File: config.mk
export PLATFORM = sky130hd
export DESIGN_NAME = rf_write_arbiter
export DESIGN_NICKNAME = d
export VERILOG_FILES = /design/src/rtl/mips_pkg.sv /design/src/rtl/wb_result_fifo.sv /design/src/rtl/rf_write_arbiter.sv
export SDC_FILE = /design/constraint.sdc
export NUM_CORES = 1
export LEC_CHECK = 0
export CORE_UTILIZATION = 30
export CTS_BUF_LIST = sky130_fd_sc_hd__clkbuf_4 sky130_fd_sc_hd__clkbuf_8
export CTS_CLUSTER_DIAMETER = 80
export DETAILED_ROUTE_END_ITERATION = 12
export PLACE_DENSITY = 0.62
export SYNTH_ARGS = -nofsm -noshare
export SYNTH_HDL_FRONTEND = slang
export SYNTH_HIERARCHICAL = 1
export SYNTH_SLANG_ARGS = --single-unit
File: constraint.sdc
create_clock -name clk -period 2.3 [get_ports clk]
set_input_delay 0.345 -clock clk [delete_from_list [all_inputs] [get_ports clk]]
set_output_delay 0.345 -clock clk [all_outputs]
set_load 0.02 [all_outputs]
File: src/rtl/mips_pkg.sv
// mips_pkg: shared widths, the zero register and the MULDIV queue entry layout
package mips_pkg;
  localparam int DATA_W = 32;
  localparam int ADDR_W = 5;
  localparam logic [ADDR_W-1:0] REG_ZERO = '0;
  typedef struct packed {
    logic              live;
    logic [ADDR_W-1:0] rd;
    logic [DATA_W-1:0] data;
  } entry_t;
endpackage

File: src/rtl/wb_result_fifo.sv
// wb_result_fifo: DEPTH-entry circular queue of MULDIV results with kill-by-rd and match-by-rd
//   push/push_entry -> store at tail; pop -> advance head; full/empty/head -> queue state
//   kill/kill_rd    -> mark every live entry with that rd dead (including one pushed this cycle)
//   match_rd/match  -> some live entry targets match_rd
module wb_result_fifo
  import mips_pkg::*;
#(
  parameter int DEPTH = 2
) (
  input  logic              clk,
  input  logic              rst,
  input  logic              push,
  input  entry_t            push_entry,
  input  logic              pop,
  input  logic              kill,
  input  logic [ADDR_W-1:0] kill_rd,
  input  logic [ADDR_W-1:0] match_rd,
  output logic              full,
  output logic              empty,
  output entry_t            head,
  output logic              match
);
  localparam int PW = DEPTH > 1 ? $clog2(DEPTH) : 1;
  localparam int CW = $clog2(DEPTH + 1);
  entry_t mem [DEPTH];
  logic [PW-1:0] wr_ptr, rd_ptr;
  logic [CW-1:0] count;
  function automatic logic [PW-1:0] nxt(input logic [PW-1:0] p);
    return p == PW'(DEPTH - 1) ? '0 : p + 1'b1;
  endfunction
  assign full  = count == CW'(DEPTH);
  assign empty = count == '0;
  assign head  = mem[rd_ptr];
  // Popped slots are cleared to dead, so live implies occupied.
  always_comb begin
    match = 1'b0;
    for (int i = 0; i < DEPTH; i++) match = match | (mem[i].live && mem[i].rd == match_rd);
  end
  always_ff @(posedge clk) begin
    if (rst) begin
      wr_ptr <= '0;
      rd_ptr <= '0;
      count  <= '0;
      for (int i = 0; i < DEPTH; i++) mem[i] <= '0;
    end else begin
      for (int i = 0; i < DEPTH; i++) if (kill && mem[i].rd == kill_rd) mem[i].live <= 1'b0;
      if (pop) begin
        mem[rd_ptr].live <= 1'b0;
        rd_ptr <= nxt(rd_ptr);
      end
      if (push) begin
        mem[wr_ptr] <= '{live: push_entry.live && !(kill && push_entry.rd == kill_rd),
                         rd: push_entry.rd, data: push_entry.data};
        wr_ptr <= nxt(wr_ptr);
      end
      count <= count + CW'(push) - CW'(pop);
    end
  end
endmodule

File: src/rtl/rf_write_arbiter.sv
// rf_write_arbiter: arbitrates the register-file write port between WB (priority) and queued MULDIV results
//   wb_*            -> in-order WB write request
//   md_*            -> MULDIV result handshake (md_ready = queue not full)
//   query_*         -> decode check for a live queued destination
//   stall_req       -> queue full or head starved for MAX_WAIT cycles
//   rf_we/waddr/wdata -> registered register-file write port
module rf_write_arbiter
  import mips_pkg::*;
#(
  parameter int DEPTH    = 2,
  parameter int MAX_WAIT = 4
) (
  input  logic              clk,
  input  logic              rst,
  input  logic              wb_regWrite,
  input  logic [ADDR_W-1:0] wb_rd,
  input  logic [DATA_W-1:0] wb_data,
  input  logic              md_valid,
  output logic              md_ready,
  input  logic [ADDR_W-1:0] md_rd,
  input  logic [DATA_W-1:0] md_data,
  input  logic [ADDR_W-1:0] query_rd,
  output logic              query_pending,
  output logic              stall_req,
  output logic              rf_we,
  output logic [ADDR_W-1:0] rf_waddr,
  output logic [DATA_W-1:0] rf_wdata
);
  localparam int WW = $clog2(MAX_WAIT + 1);
  logic full, empty, match, wb_grant, pop, push, md_write;
  entry_t head, md_entry;
  logic [WW-1:0] wait_cnt;
  assign wb_grant      = wb_regWrite && wb_rd != REG_ZERO;
  assign pop           = !wb_grant && !empty;
  assign md_write      = pop && head.live;
  assign md_ready      = !full;
  assign push          = md_valid && md_ready && md_rd != REG_ZERO;
  assign md_entry      = '{live: 1'b1, rd: md_rd, data: md_data};
  assign stall_req     = full || wait_cnt >= WW'(MAX_WAIT);
  assign query_pending = query_rd != REG_ZERO && match;
  wb_result_fifo #(.DEPTH(DEPTH)) fifo (
    .clk(clk), .rst(rst), .push(push), .push_entry(md_entry), .pop(pop),
    .kill(wb_grant), .kill_rd(wb_rd), .match_rd(query_rd),
    .full(full), .empty(empty), .head(head), .match(match)
  );
  always_ff @(posedge clk) begin
    if (rst) begin
      rf_we    <= 1'b0;
      rf_waddr <= '0;
      rf_wdata <= '0;
      wait_cnt <= '0;
    end else begin
      rf_we    <= wb_grant || md_write;
      rf_waddr <= wb_grant ? wb_rd : md_write ? head.rd : rf_waddr;
      rf_wdata <= wb_grant ? wb_data : md_write ? head.data : rf_wdata;
      wait_cnt <= empty || pop ? '0 : head.live && wait_cnt < WW'(MAX_WAIT) ? wait_cnt + 1'b1 : wait_cnt;
    end
  end
endmodule

==> impl_metrics.toml <==
[final_layout]
area.sequential_mm2 = 0.00320
mostFrequentLayoutCell = "sky130_fd_sc_hd__clkdlybuf4s50_1"
non_filler_cells_in_the_finished_layout = 880
final_cell_mix = "sky130_fd_sc_hd__clkdlybuf4s50_1, sky130_fd_sc_hd__edfxtp_1, sky130_fd_sc_hd__and2_1, sky130_fd_sc_hd__a211oi_1, sky130_fd_sc_hd__dfxtp_1"
area_growth_syn_to_layout_pct = 35.9
n_antenna_cell = 0
final_core_utilization = 0.422
finalInstanceArea_mm2 = 0.00800
drive_above_1_share = 0.203
design.final.nets = 693
fill_cell_total_of_the_finished_layout = 1800
multi_input_combinational_cell_area_mm2 = 0.00247

[critical_path]
worst_setup_path_start_kind = "register"
cp_data_arrival_time_ns = 1.73
critPathRequiredTime_ns = 1.96
worstPathMaxFanout = 3
endpoint_kind = "output pin"
crit_type = "register to output pin"

[place]
gpl.final_weighted_congestion = 0.836
dpl_cell_area_mm2 = 0.00753
dp.cells = 846
buffer_ports.inserted = 123
dpl_worst_slack_ns = -0.151
detailedPlacementHpwl_um = 10000

[cts]
tritoncts = "yes"
cts_sinks = 122
insertion_delay_of_the_later_clocked_pin_in_the_worst_skew_pair_ns = 0.44
cts-root-to-sink-buffers = 2
htree_levels = 4
numCtsBuffers = 17
cts_hold_buffers = 0
clock-root-buffer = "sky130_fd_sc_hd__clkbuf_8"
clk_transition_reported_paths_ns = 0.08

[drt]
vias = 4104
avgRoutedWirePerCell_um = 17.4
remaining_drc_errors = 0
drt-vias-per-instance = 4.66
postRouteWirelength_um = 15300
antenna_violating_nets_post_route = 0
drt_iter0_drc = 189
detailedRoute.firstPassIterationCount = 4

[timing]
max_freq_mhz = 483
tightest_slew_ns = 0.932
worst_slack_ns = 0.228
finalClockSkew_ns = 0.0124
relSlewSlack = 0.376
layout_min_cycle_time_ns = 2.07
share_of_the_cycle_needed_by_the_critical_path_after_routing = 0.901
rsz0062_at_grt = "no"
setup_viol_count_final = 0
timing.final.max_slew_violations = 0
report.final.hold_viol_count = 0

[worst_hold_path]
hold_path.class = "input pin to register"

[yosys]
synth.yosys.warnings = 6
dominantRegCellSynth = "sky130_fd_sc_hd__edfxtp_1"
synth-async-reset-ratio = 0
netlist-cell-type-count = 43
synth_seq_area_share = 0.544
post_synth.cell_area_avg_um2 = 12.6
synth_enable_flop_cells = 76
syn-cell-area_mm2 = 0.00589
postSynthRegisterBits = 122
synthCells = 466

[die]
number_of_top_level_pins = 124
die_area_mm2 = 0.0202
rows = 50
design.core.area_mm2 = 0.0190
start_util = 0.311
chipHeight_um = 142
die-width_um = 142

[status]
outcome = "complete, no violations"

[global_routing]
overflow = 0
via_count_of_the_first_global_routing_pass = 4314
grt_antenna_before_repair = 0
grt_max_degree = 39
grt.total_usage = 0.158
first_pass_grt_wire_length_um = 23700

[power]
cell_int_power_w = 0.00502
power.share.clock = 0.319
power_switching_share = 0.280
seq_power_share = 0.407
power_switching_w = 0.00195
pwr-share-comb = 0.274
power_density_mw_per_mm2 = 871
p_leak_nw = 2.88
fin_total_pwr_w = 0.00697
irDropWorstVdd_mv = 0.421

[job]
maxCapViolations = 0
==> critical path, cell delays in order (launching register included) <==
cell and delay, ns:
sky130_fd_sc_hd__dfxtp_1 0.34, sky130_fd_sc_hd__nor2b_1 0.14, sky130_fd_sc_hd__or2_2 0.27, sky130_fd_sc_hd__clkdlybuf4s50_1 0.54
==> per-layer routing <==
| metal | routed length (µm) | vias to the layer above | GRT usage | share of wire |
|---|---|---|---|---|
| met5 | 0 | - | 0 | 0 |
| li1 | - | 1999 | - | - |
| met3 | 682 | 17 | 0.0407 | 0.045 |
| met4 | 218 | 0 | 0.0572 | 0.014 |
| met1 | 7010 | 1970 | 0.196 | 0.46 |
| met2 | 7400 | 118 | 0.265 | 0.48 |
==> cell type report <==
| type | instances | share of cell area |
|---|---|---|
| Inverter | 8 | 0.00375 |
| Multi-Input combinational cell | 304 | 0.309 |
| Sequential cell | 122 | 0.400 |
| Clock buffer | 20 | 0.0336 |
| Tap cell | 260 | 0.0407 |
| Clock inverter | 12 | 0.0244 |
| Timing Repair Buffer | 154 | 0.188 |
==> power by group through the flow <==
| stage | sequential, W | combinational, W | clock (W) |
|---|---|---|---|
| finish | 0.00283 | 0.00191 | 0.00222 |
| global route | 0.00287 | 0.00206 | 0.00238 |
| CTS | 0.00283 | 0.00193 | 0.00227 |
| detailed placement | 0.00288 | 0.00188 | 0 |
| global placement | 0.00287 | 0.00187 | 0 |
| floorplan | 0.00292 | 0.00115 | 0 |
==> through the flow <==
stage	hold WS, ns	setup TNS [ns]
5_1_grt	0.201	0
3_5_place_dp	0.539	-10.87
3_3_place_gp	0.515	-10.28
6_report	0.230	0
4_1_cts	0.195	0
2_1_floorplan	0.493	0
==> registers in the layout, indices dropped and copies added (netlist names), named ones only <==
name / cells
fifo/mem: 76
rf_wdata: 32
rf_waddr: 5
wait_cnt: 3
fifo/count: 2
fifo/rd_ptr: 1
fifo/wr_ptr: 1
rf_we: 1
==> synth_stat cells (5+ instances only) <==
cell type / count / area (µm²)
sky130_fd_sc_hd__clkbuf_1: 10 / 37.5
sky130_fd_sc_hd__dfxtp_1: 46 / 921
sky130_fd_sc_hd__buf_4: 9 / 67.6
sky130_fd_sc_hd__nand2_1: 5 / 18.8
sky130_fd_sc_hd__edfxtp_1: 76 / 2280
sky130_fd_sc_hd__and2_1: 65 / 407
sky130_fd_sc_hd__xnor2_1: 21 / 184
sky130_fd_sc_hd__and2_4: 10 / 87.6
sky130_fd_sc_hd__mux2i_1: 38 / 380
sky130_fd_sc_hd__a211oi_1: 64 / 480
sky130_fd_sc_hd__xor2_1: 9 / 78.8
sky130_fd_sc_hd__mux2_2: 38 / 428
sky130_fd_sc_hd__nor4_1: 5 / 31.3
sky130_fd_sc_hd__nor2b_1: 5 / 31.3
sky130_fd_sc_hd__nor2_1: 6 / 22.5
sky130_fd_sc_hd__buf_2: 11 / 55.1
sky130_fd_sc_hd__inv_1: 6 / 22.5
==> timing repair <==
action                                 CTS  global route
buffers inserted                         1             0
gates resized for setup                  1             2
endpoints found under the hold margin    0             0
gates cloned                             1             0
setup endpoints to repair                2             1
==> logic make-up after synthesis <==
| group | Yosys count | share of synthesized area |
|---|---|---|
| muxes | 76 | 0.137 |
| other | 1 | 0.000637 |
| adders and majority gates | 3 | 0.00638 |
| xor gates and xnor gates | 30 | 0.0446 |
| DFF | 122 | 0.544 |
| buffers and inverters | 42 | 0.0404 |
| AOI/OAI and AO/OA | 82 | 0.107 |
| and+or+nand+nor | 110 | 0.120 |
==> worst paths after layout <==
kind / end / start / cells past startpoint / slack, ns
worst max-delay path: stall_req / fifo/count[1]$_SDFF_PP0_ / 3 / 0.23
worst min-delay path: fifo/rd_ptr$_SDFFE_PP0P_ / rst / 2 / 0.23
worst max register to register: rf_wdata[3]$_SDFFE_PP0P_ / fifo/mem[0][37]$_SDFFCE_PN0P_ / 5 / 0.24
worst min register to register: wait_cnt[1]$_SDFFE_PP0P_ / wait_cnt[1]$_SDFFE_PP0P_ / 2 / 0.54
Power figures use the tool's default switching activity.
